==> src/rtl/if0_fetch_ctrl_pkg.sv <==
// if0_fetch_ctrl_pkg: shared types and constants for the IF0 fetch sequencer
package if0_fetch_ctrl_pkg;
  localparam int IF0_TO_IF1_BUS_WD = 56;
  localparam logic [31:0] DEF_RESET_PC = 32'h1C00_0000;
  localparam logic [5:0] DEF_ECODE_ADEF = 6'h08;
  typedef enum logic [1:0] {S_REQ, S_RESP, S_HALT} fetch_state_e;
  typedef struct packed {
    logic in_excp;
    logic [5:0] ecode;
    logic [8:0] sub_ecode;
    logic [3:0] pc_valid;
    logic [3:0] pc_is_jump;
    logic [31:0] fs_pc;
  } if0_if1_bus_t;
  function automatic logic [3:0] slot_mask(input logic [1:0] word);
    return 4'b1111 << word;
  endfunction
endpackage

==> src/rtl/if0_fetch_ctrl.sv <==
// if0_fetch_ctrl: IF0 fetch sequencer owning the fetch pc, one block in flight at a time
module if0_fetch_ctrl
  import if0_fetch_ctrl_pkg::*;
#(
  parameter logic [31:0] RESET_PC = DEF_RESET_PC,
  parameter logic [5:0] ECODE_ADEF = DEF_ECODE_ADEF
) (
  input  logic clk,
  input  logic rst,
  input  logic redirect_valid,
  input  logic [31:0] redirect_pc,
  input  logic fetch_stall,
  output logic req_valid,
  output logic [31:0] req_addr,
  input  logic addr_ok,
  output logic icache_cancel,
  output logic if0_valid,
  output logic [IF0_TO_IF1_BUS_WD-1:0] if0_if1_bus,
  input  logic if1_ready,
  output logic flush_IF
);
  fetch_state_e state_q, state_d;
  logic [31:0] pc_q, pc_d;
  if0_if1_bus_t bus_q, bus_d;
  logic misaligned, fire;
  always_ff @(posedge clk) begin
    if (rst) begin
      state_q <= S_REQ;
      pc_q <= RESET_PC;
      bus_q <= '0;
    end else begin
      state_q <= state_d;
      pc_q <= pc_d;
      bus_q <= bus_d;
    end
  end
  always_comb begin
    state_d = state_q;
    if (redirect_valid) state_d = S_REQ;
    else if (state_q == S_REQ) state_d = (misaligned || fire) ? S_RESP : S_REQ;
    else if (state_q == S_RESP && if1_ready) state_d = bus_q.in_excp ? S_HALT : S_REQ;
  end
  always_comb begin
    pc_d = redirect_valid ? redirect_pc : fire ? {pc_q[31:4] + 28'd1, 4'b0} : pc_q;
    bus_d = bus_q;
    if (!redirect_valid && state_q == S_REQ && misaligned)
      bus_d = '{in_excp: 1'b1, ecode: ECODE_ADEF, sub_ecode: 9'd0, pc_valid: 4'b0001, pc_is_jump: 4'b0, fs_pc: pc_q};
    else if (fire)
      bus_d = '{in_excp: 1'b0, ecode: 6'd0, sub_ecode: 9'd0, pc_valid: slot_mask(pc_q[3:2]), pc_is_jump: 4'b0, fs_pc: pc_q};
  end
  // Redirect masks every handshake, so a coincident addr_ok never loads a stale block.
  always_comb begin
    misaligned = pc_q[1:0] != 2'b00;
    req_valid = !rst && !redirect_valid && state_q == S_REQ && !misaligned && !fetch_stall;
    fire = req_valid && addr_ok;
    req_addr = {pc_q[31:4], 4'b0};
    if0_valid = !rst && !redirect_valid && state_q == S_RESP;
    if0_if1_bus = bus_q;
    flush_IF = !rst && redirect_valid;
    icache_cancel = !rst && redirect_valid && state_q == S_RESP;
  end
endmodule

==> config.mk <==
export PLATFORM = sky130hd
export DESIGN_NAME = if0_fetch_ctrl
export DESIGN_NICKNAME = d
export VERILOG_FILES = /design/src/rtl/if0_fetch_ctrl_pkg.sv /design/src/rtl/if0_fetch_ctrl.sv
export SDC_FILE = /design/constraint.sdc
export NUM_CORES = 1
export LEC_CHECK = 0
export BUFFER_PORTS_ARGS = -buffer_cell sky130_fd_sc_hd__buf_2
export CORE_ASPECT_RATIO = 1.5
export CORE_MARGIN = 4
export CORE_UTILIZATION = 50
export CTS_CLUSTER_DIAMETER = 200
export DETAILED_ROUTE_END_ITERATION = 6
export PLACE_DENSITY = 0.9
export SLEW_MARGIN = 20
export SYNTH_ARGS = -nofsm -noshare
export SYNTH_HDL_FRONTEND = slang
export SYNTH_SLANG_ARGS = --single-unit
==> constraint.sdc <==
create_clock -name clk -period 2.6 [get_ports clk]
set_clock_uncertainty 0.05 [all_clocks]
set_input_delay 0.13 -clock clk [delete_from_list [all_inputs] [get_ports clk]]
set_output_delay 0.13 -clock clk [all_outputs]
set_load 0.005 [all_outputs]
==> flow_summary.toml <==
[outcome]
status = "complete, no violations"

[sta]
slew_violations = 0
period_needed_ps = 2350
worstMarginPinSlew_ps = 672
rsz0062_at_grt = "no"
setup_viol = 0
hold_violations = 0
max-slew-margin-rel = 0.548
fmax_mhz = 426
setup_tns_ps = 0
timing.final.crit_share = 0.903

[worst_setup_path]
crit_path_top_delay_cell = "or4_1"
worst_r2r_startpoint = "pc_q[0]"
crit_type = "flip-flop to flip-flop"
r2r_end = "pc_q[8]"
arrival_ps = 2580
cp-startpoint = "pc_q[0]"
cp_top_family = "simple AND/OR/NAND/NOR gates"
rr_worst_depth = 4
critPathMaxFanout = 8
cp_slowest_stage_delay_ps = 630
critPathRequiredTime_ps = 2830
cp_cell_sequence = "or4_1, or3_1, or4b_1, a31oi_1"
crit_path_end_kind = "flip-flop"
rrSetupSlack_ps = 250
crit_end = "pc_q[8]"
path_buf_inv = 0
cp.depth = 4
start_kind = "flip-flop"

[power]
pwr-share-comb = 0.130
power_density_nw_per_um2 = 565
p_seq_frac = 0.491
power.total_mw = 2.45
p_int_mw = 1.80
clock_power_share = 0.379
p_leak_nw = 1.88
p_sw_frac = 0.264
power.switching_mw = 0.647
peakVddDrop_mv = 0.285

[cts]
ctsResizeCount = 0
numClockSinks = 71
cts_setup_buffers = 0
clk_pin_slew_ps = 70
h-tree-depth = 3
root_buffer = "clkbuf_8"
insertion_delay_ps = 360
cts_tree = "built"
clock_path_buffers = 2
cts-buffers-inserted = 9

[final_layout]
fill_cells = 608
drive_above_1_share = 0.254
diodes = 0
synthToLayoutAreaGrowth_pct = 20.8
multi_input_area_um2 = 1710
final-seq-area_um2 = 1420
nets = 597

[grt]
grt_pass1_vias = 3420
grt_start_max_net_pins = 47
grt_usage = 0.234
grt_pass1_wl_um = 16300
grt_overflow = 0
antenna_found_initial = 0

[floorplan]
io_pins = 130
die_width_um = 77.2
core_area_um2 = 6940
start_util = 0.517
dieHeight_um = 112
die_area_um2 = 8630
row_count = 37

[synthesis]
ys_top_cells_by_area = "dfxtp_1 (40%), buf_4 (11%), nand2_1 (11%)"
syn_area_per_cell_um2 = 7.70
synth-seq-area-share = 0.396
ys_seq_elements = 71
synth_edf_count = 0
synth_most_common_cell = "nand2_1"
synth_common_cells = "nand2_1 (101), dfxtp_1 (71), a21oi_1 (54), buf_4 (51), clkbuf_1 (23)"
synth_cells = 466
synth_area_um2 = 3590
yosys_warnings = 0
async_flop_share = 0
yosys.cell_types.count = 51
synth_top_flop_cell = "dfxtp_1"
yosys.area.top_type = "dfxtp_1"
synth_top_cell_area_share = 0.396

[route]
vias = 3658
routed_via_density = 5.71
dr.first_iter.drc_count = 330
route.detailed.drc = 0
routed_wl_um = 10200
first_pass_iters = 7
wl_per_cell_um = 15.9
ant_nets = 0

[placed_design]
dpl.hpwl_um = 7050
port-buffer-count = 107
gp_congestion = 0.917

[hold_path]
whs_path_depth = 3
hp-class = "primary input to flip-flop"

[flow_run]
maxCapViolations = 0
[timing repair]
action / 4_1_cts / 5_1_grt
endpoints found under the hold margin: 22 / 0
hold buffers: 22 / 0
setup endpoints to repair: 0 / 0
[flip-flops by register name (all words and copies together), names as in the netlist]
name	flops
if0_if1_bus	37
pc_q	32
state_q	2
[tightest hold or removal path, cell delays in order]
cell	delay, ps
buf_2	100
nand2_1	60
a31oi_1	70
[through the flow]
step	setup slack [ps]	cell area, um2	hold slack, ps	std cells	utilization
floorplan	412	3670	189	487	-
global placement	350	3910	284	603	0.563
detailed placement	293	3910	291	603	0.563
CTS	278	4340	5.25	641	0.625
global route	70.4	4340	9.65	641	0.625
finish	253	4340	13.4	641	0.625
[worst min path at each step]
stage / from / to
after floorplan: redirect_pc[25] / pc_q[25]
after global placement: redirect_pc[20] / pc_q[20]
after global routing: redirect_pc[6] / pc_q[6]
final: redirect_pc[31] / pc_q[31]
after CTS: redirect_pc[15] / pc_q[15]
after detailed placement: redirect_pc[25] / pc_q[25]
[power groups by stage]
stage,clock network [mW],registers [mW],logic [mW]
2_1_floorplan,0,1.20,0.233
3_3_place_gp,0,1.22,0.281
3_5_place_dp,0,1.22,0.289
4_1_cts,0.945,1.20,0.317
5_1_grt,0.992,1.21,0.353
6_report,0.927,1.20,0.319
[area by class of cell]
class | count | area share
inverters | 6 | 0.00519
clock buffers | 13 | 0.0389
flip-flops and latches | 71 | 0.328
repair buffers | 143 | 0.201
multi-input cells | 327 | 0.395
well taps | 78 | 0.0225
clock inverters | 3 | 0.00923
[cells in the final DEF (no fill, tap or decap), drive strengths merged, types with 3 or more instances in the layout]
master and instances:
clkinv 3, xnor2 3, and4 3, conb 22
nor4 9, nand2 101, buf 121, dfxtp 71
or3 4, clkbuf 13, nand3 13, nand4 7
nor2 22, o211ai 3, inv 5, a31oi 11
o21ai 13, nor3 7, mux2i 4, dlygate4sd3 22
a211oi 7, o311ai 4, a21oi 54, xor2 7
[metal layers]
metal  share of wire  GRT usage  vias to the layer above
li1                -          -                     1734
met1            0.39      0.266                     1691
met2            0.50      0.395                      203
met3           0.080     0.0542                       30
met4           0.033      0.139                        0
met5               0          0                        -
[logic make-up after synthesis]
| group | synth area share |
|---|---|
| simple gates | 0.239 |
| compound gates | 0.172 |
| buf+inv | 0.149 |
| flops | 0.396 |
| xor+xnor | 0.0244 |
| mux | 0.0143 |
| fa+ha+maj | 0.00348 |
| other cells | 0.00104 |
Power figures use the tool's default switching activity.
